==> src/rtl/gpio_arb_pkg.sv <==
// Shared definitions for the GPIO bus arbiter.
//   - FSM state encoding (IDLE/ISSUE/RESP) as localparams plus an enum type.
//   - Requester-id width (two requesters -> 1 bit).
//   - GPIO base address, used by benches to address the pin register.
package gpio_arb_pkg;

  localparam logic [1:0] ST_IDLE  = 2'd0;
  localparam logic [1:0] ST_ISSUE = 2'd1;
  localparam logic [1:0] ST_RESP  = 2'd2;

  localparam int ID_W = 1;

  localparam logic [31:0] GPIO_BASE = 32'h8000_0000;

  typedef enum logic [1:0] {
    S_IDLE  = ST_IDLE,
    S_ISSUE = ST_ISSUE,
    S_RESP  = ST_RESP
  } arb_state_e;

endpackage

==> src/rtl/rr_arbiter2.sv <==
// Two-way round-robin picker.
//   clk, rst     : clock, asynchronous active-high reset
//   req_i[1:0]   : {req1, req0}
//   advance_i    : a grant is being taken this cycle; record the winner
//   any_o        : at least one request present
//   grant_id_o   : winning requester id (combinational)
// The pointer remembers the last granted requester; on a tie the other
// requester wins. After reset the pointer holds !RESET_PRIO so that
// RESET_PRIO wins the first tie.
module rr_arbiter2
  import gpio_arb_pkg::*;
#(
  parameter int RESET_PRIO = 0
) (
  input  logic            clk,
  input  logic            rst,
  input  logic [1:0]      req_i,
  input  logic            advance_i,
  output logic            any_o,
  output logic [ID_W-1:0] grant_id_o
);

  localparam logic PTR_RST = (RESET_PRIO == 0) ? 1'b1 : 1'b0;

  logic ptr_q;

  always_comb begin
    any_o      = |req_i;
    grant_id_o = req_i[1];
    if (req_i == 2'b11) begin
      grant_id_o = ~ptr_q;
    end
  end

  always_ff @(posedge clk or posedge rst) begin
    if (rst) begin
      ptr_q <= PTR_RST;
    end else if (advance_i) begin
      ptr_q <= grant_id_o;
    end
  end

endmodule

==> src/rtl/gpio_bus_arbiter.sv <==
// Shares the GPIO register port between two requesters, one transaction
// at a time: IDLE (pick + latch command) -> ISSUE (drive GPIO one cycle,
// pulse gnt) -> RESP (capture registered RD) -> IDLE (rvalid pulse).
// Ports:
//   CLK, reset             : clock, asynchronous active-high reset
//   req*/we*/addr*/wdata*  : requester commands, held until gnt*
//   gnt0/gnt1              : one-cycle pulse, command captured
//   rvalid0/rvalid1        : one-cycle pulse, rdata valid for that requester
//   rdata                  : shared response data, held until next RESP
//   per_WE/per_A/per_WD    : GPIO port, non-zero only during ISSUE
//   per_RD                 : GPIO read data, valid the cycle after per_A
//   dbg_state              : current FSM state
// Handshake: a requester raises req with a stable command and keeps it
// until it sees gnt; dropping req before gnt withdraws it. Every granted
// transaction (read or write) returns exactly one rvalid two cycles after
// its gnt, unless reset intervenes.
module gpio_bus_arbiter
  import gpio_arb_pkg::*;
#(
  parameter int ADDR_W     = 32,
  parameter int DATA_W     = 32,
  parameter int RESET_PRIO = 0
) (
  input  logic              CLK,
  input  logic              reset,
  input  logic              req0,
  input  logic              req1,
  input  logic              we0,
  input  logic              we1,
  input  logic [ADDR_W-1:0] addr0,
  input  logic [ADDR_W-1:0] addr1,
  input  logic [DATA_W-1:0] wdata0,
  input  logic [DATA_W-1:0] wdata1,
  output logic              gnt0,
  output logic              gnt1,
  output logic              rvalid0,
  output logic              rvalid1,
  output logic [DATA_W-1:0] rdata,
  output logic              per_WE,
  output logic [ADDR_W-1:0] per_A,
  output logic [DATA_W-1:0] per_WD,
  input  logic [DATA_W-1:0] per_RD,
  output logic [1:0]        dbg_state
);

  arb_state_e        state_q, state_d;
  logic              capture;
  logic              any_req;
  logic [ID_W-1:0]   win_id;

  logic [ID_W-1:0]   id_q;
  logic              we_q;
  logic [ADDR_W-1:0] addr_q;
  logic [DATA_W-1:0] wdata_q;
  logic [DATA_W-1:0] rdata_q;
  logic              rvalid0_q, rvalid1_q;

  rr_arbiter2 #(.RESET_PRIO(RESET_PRIO)) u_rr (
    .clk        (CLK),
    .rst        (reset),
    .req_i      ({req1, req0}),
    .advance_i  (capture),
    .any_o      (any_req),
    .grant_id_o (win_id)
  );

  always_comb begin
    state_d = state_q;
    capture = 1'b0;
    case (state_q)
      S_IDLE: begin
        if (any_req) begin
          capture = 1'b1;
          state_d = S_ISSUE;
        end
      end
      S_ISSUE: state_d = S_RESP;
      S_RESP:  state_d = S_IDLE;
      default: state_d = S_IDLE;
    endcase
  end

  // GPIO port is forced to zero outside ISSUE so the peripheral never
  // sees a stray write or address.
  always_comb begin
    gnt0   = 1'b0;
    gnt1   = 1'b0;
    per_WE = 1'b0;
    per_A  = '0;
    per_WD = '0;
    if (state_q == S_ISSUE) begin
      gnt0   = (id_q == 1'b0);
      gnt1   = (id_q == 1'b1);
      per_WE = we_q;
      per_A  = addr_q;
      per_WD = wdata_q;
    end
  end

  always_ff @(posedge CLK or posedge reset) begin
    if (reset) begin
      state_q   <= S_IDLE;
      id_q      <= '0;
      we_q      <= 1'b0;
      addr_q    <= '0;
      wdata_q   <= '0;
      rdata_q   <= '0;
      rvalid0_q <= 1'b0;
      rvalid1_q <= 1'b0;
    end else begin
      state_q <= state_d;
      if (capture) begin
        id_q    <= win_id;
        we_q    <= win_id ? we1    : we0;
        addr_q  <= win_id ? addr1  : addr0;
        wdata_q <= win_id ? wdata1 : wdata0;
      end
      // For writes per_RD still carries the pre-write pin value.
      if (state_q == S_RESP) begin
        rdata_q <= per_RD;
      end
      rvalid0_q <= (state_q == S_RESP) && (id_q == 1'b0);
      rvalid1_q <= (state_q == S_RESP) && (id_q == 1'b1);
    end
  end

  assign rvalid0   = rvalid0_q;
  assign rvalid1   = rvalid1_q;
  assign rdata     = rdata_q;
  assign dbg_state = state_q;

endmodule

==> config.mk <==
export PLATFORM = sky130hd
export DESIGN_NAME = gpio_bus_arbiter
export DESIGN_NICKNAME = d
export VERILOG_FILES = /design/src/rtl/gpio_arb_pkg.sv /design/src/rtl/rr_arbiter2.sv /design/src/rtl/gpio_bus_arbiter.sv
export SDC_FILE = /design/constraint.sdc
export NUM_CORES = 1
export LEC_CHECK = 0
export BUFFER_PORTS_ARGS = -buffer_cell sky130_fd_sc_hd__buf_2
export CAP_MARGIN = 15
export CORE_UTILIZATION = 40
export CTS_BUF_LIST = sky130_fd_sc_hd__clkbuf_4 sky130_fd_sc_hd__clkbuf_8
export CTS_CLUSTER_SIZE = 40
export DETAILED_ROUTE_END_ITERATION = 8
export PLACE_DENSITY = 0.68
export SYNTH_ARGS = -nofsm -noshare
export SYNTH_HDL_FRONTEND = slang
export SYNTH_SLANG_ARGS = --single-unit
==> constraint.sdc <==
create_clock -name CLK -period 3.84 [get_ports CLK]
set_clock_uncertainty 0.1 [all_clocks]
set_input_delay 0.576 -clock CLK [delete_from_list [all_inputs] [get_ports CLK]]
set_output_delay 0.576 -clock CLK [all_outputs]
set_load 0.05 [all_outputs]
==> impl_metrics.json, run 1 <==
{
  "drt_pass1_iterations": 4,
  "start_kind": "flip-flop",
  "post-dp-hpwl_um": 9110,
  "antenna_found_initial": 1,
  "grt_start_max_net_pins": 92,
  "slowest_delay_ns": 0.43,
  "globalRouteMet3Util_pct": 3.32,
  "port_buffers": 268,
  "io_pins": 269,
  "slew_headroom_pct": 50.7,
  "hold_ws_ns": 0.136,
  "p_comb_share_pct": 59.4,
  "rsz0062_at_grt": "no",
  "ys_seq_elements": 103,
  "seq_power_share_pct": 29.8,
  "max_freq_mhz": 358,
  "cts.htree.levels": 3,
  "coreArea_mm2": 0.0127,
  "status": "finished clean",
  "synthDistinctLibCells": 16,
  "cts_setup_buffers": 0,
  "clock_path_buffers": 2,
  "switchingPower_mw": 3.12,
  "layout_common_cells": "268 x buf_2, 114 x mux2_2, 102 x dfrtp_1",
  "synthMuxAreaShare_pct": 38.8,
  "syn_area_per_cell_um2": 14.2,
  "synth_ff_type": "dfrtp_1",
  "postCtsHoldBufs": 0,
  "cp_slowest_cell": "dfrtp_1",
  "place_congestion": 0.810,
  "crit_path_end_kind": "primary output",
  "fin_crit_sh_pct": 72.7,
  "netlist.area_leader.share_pct": 48.9,
  "synthAdderAreaFrac_pct": 0,
  "wl_um": 12400,
  "synth_top_family_by_area": "multiplexers",
  "area_growth_pct": 33.1,
  "synthXorXnorAreaFrac_pct": 0,
  "top_usage_layer": "met2",
  "drtIter0Drc": 90,
  "clk_pin_slew_worst_paths_ns": 0.09,
  "tritoncts": "yes",
  "globalRouteOverflowTotal": 0,
  "die_w_um": 116,
  "start_util_pct": 41.2,
  "die_area_mm2": 0.0135,
  "p_leak_nw": 3.58,
  "met2_usage_pct": 32.6,
  "grt_pass1_vias": 3913,
  "power.total_mw": 6.45,
  "pwr-share-clk_pct": 10.9,
  "synth_top_area_cell": "dfrtp_1",
  "ir_drop_v": 0.000541,
  "swShare_pct": 48.3,
  "grtUsageTotal_pct": 18.4,
  "cts_made_buffers": 9,
  "num_vias": 3772,
  "synth_fp_nets": 535,
  "drt.antenna.violating_nets": 0,
  "worst_pin_slew_ns": 0.739,
  "synth_compound_area_share_pct": 0.192,
  "hold_path.class": "in -> async",
  "path_class": "reg -> out",
  "critPathArrivalTime_ns": 2.12,
  "fin_util_pct": 54.8,
  "slew_violations": 0,
  "synth-simple-area-share_pct": 8.67,
  "synthCells": 369,
  "row_count": 41,
  "cts.sinks": 103,
  "layout-drive-gt1-share_pct": 72.1,
  "cts_root_buffer": "clkbuf_8",
  "final_nets": 796,
  "cp.required_ns": 3.16,
  "synthesis.area_mm2": 0.00522,
  "layout_commonest_cell": "buf_2",
  "grt_first_pass_wirelength_um": 19000,
  "power.density_mw_per_mm2": 929,
  "cts-resized-gates": 0,
  "die_h_um": 116,
  "async_flop_share_pct": 100,
  "synth_edf_count": 0,
  "drv_cap": 0,
  "synth_area_leaders": "dfrtp_1 49%, mux2_2 25%, mux2_4 14%, and2_1 8.0%, buf_2 1.1%",
  "yosysWarnings": 0,
  "setup_viol": 0,
  "via_per_inst": 4.67,
  "drc": 0,
  "path_cells": "nor2b_4, buf_4, and2_1, buf_2",
  "seq_area_frac_synth_pct": 49.4,
  "insertion_delay_ns": 0.36,
  "crit_fanout": 47,
  "period_needed_ns": 2.79,
  "setup_tns_ns": 0,
  "wl_per_cell_um": 15.4,
  "use_met1_pct": 21.3,
  "internal_power_mw": 3.34,
  "hold_viol_final": 0
}
-- cells by family (layout without fill, tap and decap cells) --
logic type / count (synthesis) / count (layout)
simple gates: 73 / 73
other cells: 0 / 1
buf+inv: 28 / 294
compound gates: 1 / 1
flops: 103 / 103
mux: 164 / 164
-- registers in the layout (all words and copies together) (netlist names) --
signal and count:
we_q 1, addr_q 32, rdata 32, rvalid1 1, dbg_state 2, id_q 1, wdata_q 32, u_rr.ptr_q 1
rvalid0 1
-- synthesized netlist by cell type (all sizes together), types with 2 or more instances --
library cell  number
mux2             162
dfrtp            102
and2              67
buf               17
clkbuf             8
inv                3
nor2               3
mux2i              2
-- per-layer routing --
layer | up-vias | wire, um
li1 | 1784 | -
met1 | 1838 | 5030
met2 | 132 | 6520
met3 | 18 | 619
met4 | 0 | 263
met5 | - | 0
-- cell type report --
class                      count  area, um2
fill                        1102       5720
sequential                   103       2580
multi-input combinational    238       2510
timing repair buffer         275       1430
tap                          172        215
clock buffer                  13        160
clock inverter                 3       45.0
inverter                       3       13.8
antenna                        1       2.50
-- stage by stage --
stage,area (um2),worst slack (ns),cells
after global routing,6950,0.860,808
after global placement,6710,1.43,790
after CTS,6920,0.967,806
final,6950,1.05,808
after floorplan,5220,0.462,369
after detailed placement,6710,1.40,790
-- final timing paths --
path	depth (start not counted)	start	endpoint	slack [ns]
worst max register to register	4	u_rr.ptr_q	wdata_q[31]	1.88
worst max-delay path	4	dbg_state[0]	per_WD[28]	1.05
min in group CLK	2	per_RD[7]	rdata[7]	0.33
worst min-delay path	2	reset	rdata[28]	0.14
max in group asynchronous	3	reset	u_rr.ptr_q	2.83
worst min register to register	1	id_q	rvalid0	0.37
-- critical path: cells and delay by family, from the launching register on --
| kind | cells | cell delay [ns] |
|---|---|---|
| flip-flops | 1 | 0.43 |
| AND/OR/NAND/NOR | 2 | 0.62 |
| buffers and inverters | 2 | 0.69 |
-- power groups by stage --
stage / combinational [mW] / clock (mW) / sequential [mW]
floorplan: 2.43 / 0 / 2.53
CTS: 3.86 / 0.733 / 1.93
global placement: 3.80 / 0 / 1.92
detailed placement: 3.85 / 0 / 1.95
global route: 4.03 / 0.773 / 2.00
finish: 3.83 / 0.700 / 1.92
Power figures use the tool's default switching activity.
==> run 2, diff against run 1 <==
--- a/config.mk
+++ b/config.mk
@@ -11,7 +11,7 @@
 export CTS_BUF_LIST = sky130_fd_sc_hd__clkbuf_4 sky130_fd_sc_hd__clkbuf_8
 export CTS_CLUSTER_SIZE = 40
 export DETAILED_ROUTE_END_ITERATION = 8
-export PLACE_DENSITY = 0.68
+export PLACE_DENSITY = 0.71
 export SYNTH_ARGS = -nofsm -noshare
 export SYNTH_HDL_FRONTEND = slang
 export SYNTH_SLANG_ARGS = --single-unit
==> constraint.sdc (replaced) <==
create_clock -name CLK -period 2.3 [get_ports CLK]
set_clock_uncertainty 0.1 [all_clocks]
set_input_delay 0.345 -clock CLK [delete_from_list [all_inputs] [get_ports CLK]]
set_output_delay 0.345 -clock CLK [all_outputs]
set_load 0.05 [all_outputs]
==> impl_metrics.json, run 2 (same netlist as run 1, synthesis figures left out) <==
{
  "min_from": "per_RD[24]",
  "rsz0062_at_grt": "no",
  "wl_met1_um": 5040,
  "highest_layer": "met4",
  "via_per_inst": 4.65,
  "p_leak_nw": 3.60,
  "whs_endpoint": "rdata[24]",
  "cts_made_buffers": 9,
  "layout_common_cells": "268 x buf_2, 114 x mux2_2, 102 x dfrtp_1",
  "cts.htree.levels": 3,
  "die_area_mm2": 0.0135,
  "start_kind": "flip-flop",
  "cts.sinks": 103,
  "grt_pass1_vias": 3881,
  "period_needed_ns": 2.15,
  "r2r-start": "u_rr.ptr_q",
  "cp.required_ns": 1.86,
  "critPathArrivalTime_ns": 1.71,
  "power.density_mw_per_mm2": 1550,
  "die_w_um": 116,
  "cts-resized-gates": 0,
  "hold_path.class": "in -> reg",
  "coreArea_mm2": 0.0127,
  "grtUsageTotal_pct": 18.3,
  "hold_depth": 2,
  "clock_path_buffers": 2,
  "setup_tns_ns": 0,
  "ff2ff_setup_slack_ns": 0.36,
  "row_count": 41,
  "crit_fanout": 68,
  "final_nets": 799,
  "antenna_found_initial": 0,
  "area_growth_pct": 34.0,
  "place_congestion": 0.791,
  "crit_path_end_kind": "primary output",
  "path_class": "reg -> out",
  "reg2reg_depth": 4,
  "drv_cap": 0,
  "max_freq_mhz": 465,
  "worst_pin_slew_ns": 0.608,
  "drc": 0,
  "cp_slowest_cell": "dfrtp_1",
  "path_cells": "nor2b_4, buf_12, and2_1, buf_2",
  "postCtsHoldBufs": 1,
  "die_h_um": 116,
  "cts_setup_buffers": 0,
  "slew_violations": 0,
  "layout-drive-gt1-share_pct": 72.1,
  "met2_length_um": 6530,
  "slowest_delay_ns": 0.46,
  "wl_per_cell_um": 15.6,
  "num_vias": 3768,
  "layout_commonest_cell": "buf_2",
  "setup_viol": 0,
  "power.total_mw": 10.9,
  "grt_start_max_net_pins": 101,
  "r2r-end": "wdata_q[31]",
  "io_pins": 269,
  "drt.antenna.violating_nets": 0,
  "clk_pin_slew_worst_paths_ns": 0.09,
  "wl_um": 12600,
  "port_buffers": 268,
  "insertion_delay_ns": 0.36,
  "fin_crit_sh_pct": 93.6,
  "ir_drop_v": 0.00116,
  "diodes": 0,
  "nFillCells": 1137,
  "grt_first_pass_wirelength_um": 18800,
  "wl_met3_um": 699,
  "drt_pass1_iterations": 4,
  "start_util_pct": 41.2,
  "cpLargestDelayFamily": "buffers and inverters",
  "worst-path-buf-inv": 2,
  "post-dp-hpwl_um": 9090,
  "status": "finished clean",
  "cts_root_buffer": "clkbuf_8",
  "hold_viol_final": 0,
  "globalRouteOverflowTotal": 0,
  "tritoncts": "yes",
  "drtIter0Drc": 101,
  "slew_headroom_pct": 59.5
}
[run 2: through the flow]
step / hold WS (ns) / utilization (%) / worst slack (ns) / cell area [um2] / cells
floorplan: 0.317 / - / 0.0178 / 5230 / 369
global placement: 0.140 / 53.5 / 0.414 / 6780 / 793
detailed placement: 0.147 / 53.5 / 0.360 / 6780 / 793
CTS: 0.0758 / 55.2 / 0.130 / 7000 / 810
global route: 0.0873 / 55.2 / 0.0461 / 7000 / 810
finish: 0.104 / 55.2 / 0.148 / 7000 / 810
[run 2: how the worst max path moves through the flow]
stage	startpoint	endpoint	slack [ns]	cells past startpoint
floorplan	dbg_state[0]	per_A[10]	0.02	4
global placement	u_rr.ptr_q	addr_q[1]	0.41	4
detailed placement	u_rr.ptr_q	addr_q[3]	0.36	4
CTS	dbg_state[1]	per_WD[31]	0.13	4
global route	dbg_state[0]	per_WD[28]	0.05	4
finish	dbg_state[1]	per_WD[31]	0.15	4
[run 2: power breakdown]
group / leakage [nW] / internal (mW) / total (mW) / switching [mW]
sequential: 1.21 / 2.75 / 3.19 / 0.443
clock: 0.113 / 0.602 / 1.20 / 0.600
combinational: 2.29 / 2.31 / 6.48 / 4.17
[run 2: layout make-up]
class | instances | area (um2) | share of cell area (%)
clock inverter | 3 | 40.0 | 0.572
tap | 172 | 215 | 3.08
sequential | 103 | 2580 | 36.8
inverter | 3 | 15.0 | 0.215
timing repair buffer | 278 | 1470 | 21.0
clock buffer | 13 | 173 | 2.47
multi-input combinational | 238 | 2510 | 35.8
[run 2: routing by layer]
metal  vias to the layer above  GRT usage (%)
met5                         -              0
met4                         0           9.91
met3                        24           3.79
met2                       140           32.1
met1                      1821           20.8
li1                       1783              -
[run 2: worst reg2reg max path: stages, from the launching register on]
cell and delay, ns:
dfstp_2 0.55, a21bo_4 0.30, buf_12 0.26, mux2_2 0.38
mux2_2 0.26
==> run 3, diff against run 2 <==
--- a/config.mk
+++ b/config.mk
@@ -12,6 +12,7 @@
 export CTS_CLUSTER_SIZE = 40
 export DETAILED_ROUTE_END_ITERATION = 8
 export PLACE_DENSITY = 0.71
+export RECOVER_POWER = 25
 export SYNTH_ARGS = -nofsm -noshare
 export SYNTH_HDL_FRONTEND = slang
 export SYNTH_SLANG_ARGS = --single-unit
==> impl_metrics.json, run 3 (same netlist as run 1, synthesis figures left out) <==
{
  "status": "finished clean",
  "final_nets": 799,
  "cts_made_buffers": 9,
  "power.total_mw": 10.9,
  "grt_pass1_vias": 3881,
  "insertion_delay_ns": 0.36,
  "grt_start_max_net_pins": 101,
  "layout_common_cells": "268 x buf_2, 114 x mux2_2, 102 x dfrtp_1",
  "slew_headroom_pct": 12.4,
  "wl_um": 12600,
  "die_h_um": 116,
  "drtIter0Drc": 103,
  "place_area_mm2": 0.00678,
  "wl_per_cell_um": 15.6,
  "clk_pin_slew_worst_paths_ns": 0.09,
  "nFillCells": 1140,
  "fin_crit_sh_pct": 93.6,
  "max_freq_mhz": 465,
  "ir_drop_v": 0.00116,
  "path_cells": "nor2b_4, buf_12, and2_1, buf_2",
  "crit_path_end_kind": "primary output",
  "pre_cts_ws_ns": 0.360,
  "drv_cap": 0,
  "via_per_inst": 4.65,
  "layout_commonest_cell": "buf_2",
  "port_buffers": 268,
  "hold_path.class": "in -> reg",
  "num_vias": 3769,
  "drc": 0,
  "globalRouteOverflowTotal": 0,
  "p_leak_nw": 3.60,
  "grt_first_pass_wirelength_um": 18800,
  "place_congestion": 0.791,
  "start_util_pct": 41.2,
  "layout-drive-gt1-share_pct": 72.1,
  "cts_root_buffer": "clkbuf_8",
  "final_area_mm2": 0.00698,
  "rsz0062_at_grt": "no",
  "slowest_delay_ns": 0.46,
  "clock_path_buffers": 2,
  "cp.required_ns": 1.86,
  "row_count": 41,
  "critPathArrivalTime_ns": 1.71,
  "crit_fanout": 68,
  "diodes": 0,
  "drt_pass1_iterations": 4,
  "setup_tns_ns": 0,
  "cts-resized-gates": 0,
  "hold_viol_final": 0,
  "tritoncts": "yes",
  "cts.sinks": 103,
  "path_class": "reg -> out",
  "post-dp-hpwl_um": 9090,
  "min_from": "per_RD[24]",
  "worst-path-buf-inv": 2,
  "crit_start": "dbg_state[1]",
  "period_needed_ns": 2.15,
  "die_area_mm2": 0.0135,
  "power.density_mw_per_mm2": 1560,
  "grtUsageTotal_pct": 18.3,
  "worst_pin_slew_ns": 1.31,
  "cts.htree.levels": 3,
  "area_growth_pct": 33.7,
  "start_kind": "flip-flop",
  "slew_violations": 0,
  "drt.antenna.violating_nets": 0,
  "die_w_um": 116,
  "coreArea_mm2": 0.0127,
  "fin_util_pct": 55.1,
  "fin_ws_ns": 0.148,
  "cpLargestDelayFamily": "buffers and inverters",
  "r2r-start": "u_rr.ptr_q",
  "antenna_found_initial": 0,
  "io_pins": 269,
  "cp_slowest_cell": "dfrtp_1",
  "setup_viol": 0
}
==> run 3: cell count changes in the layout (fill, tap and decap cells not counted) <==
cell / change
clkinvlp_4: -1
buf_4: +1
clkinvlp_2: +1
buf_12: -1
==> run 3: metal layers <==
metal / wire [um] / share of wire (%) / global-route usage [%] / vias to the layer above
li1: - / - / - / 1784
met1: 5040 / 40 / 20.8 / 1821
met2: 6520 / 52 / 32.1 / 140
met3: 699 / 5.5 / 3.79 / 24
met4: 354 / 2.8 / 9.91 / 0
met5: 0 / 0 / 0 / -
==> run 3: area by class of cell <==
type	count	area (um2)	share of cell area (%)
Sequential cell	103	2580	36.9
Multi-Input combinational cell	238	2510	35.9
Timing Repair Buffer	278	1460	20.9
Tap cell	172	215	3.08
Clock buffer	13	173	2.47
Clock inverter	3	40.0	0.573
Inverter	3	12.5	0.179
==> run 3: repair_timing <==
| item | CTS | global route |
|---|---|---|
| hold buffers | 1 | 0 |
| endpoints found under the hold margin | 3 | 0 |
| buffers inserted | 0 | 0 |
==> run 3: path summary, 6_finish.rpt <==
check / depth (start not counted) / end / slack [ns]
setup / recovery: 4 / per_WD[31] / 0.15
hold / removal: 2 / rdata[24] / 0.10
setup reg to reg: 4 / wdata_q[31] / 0.36
hold reg to reg: 1 / rvalid0 / 0.36
max in group asynchronous: 4 / rdata[6] / 0.28
min in group asynchronous: 3 / id_q / 0.30
==> run 3: through the flow <==
stage | instances | hold WS [ns]
finish | 810 | 0.104
global route | 810 | 0.0873
CTS | 810 | 0.0758
detailed placement | 793 | 0.147
global placement | 793 | 0.140
floorplan | 369 | 0.317
==> run 3: worst register-to-register path, delay by kind of cell, from the launching register on <==
family / cells / cell delay, ns
mux: 2 / 0.64
compound gates: 1 / 0.30
flops: 1 / 0.55
buf+inv: 1 / 0.26
==> run 3: power by group <==
group	total, mW	switching [mW]	internal (mW)
clock	1.20	0.600	0.602
combinational	6.48	4.17	2.30
sequential	3.19	0.443	2.75
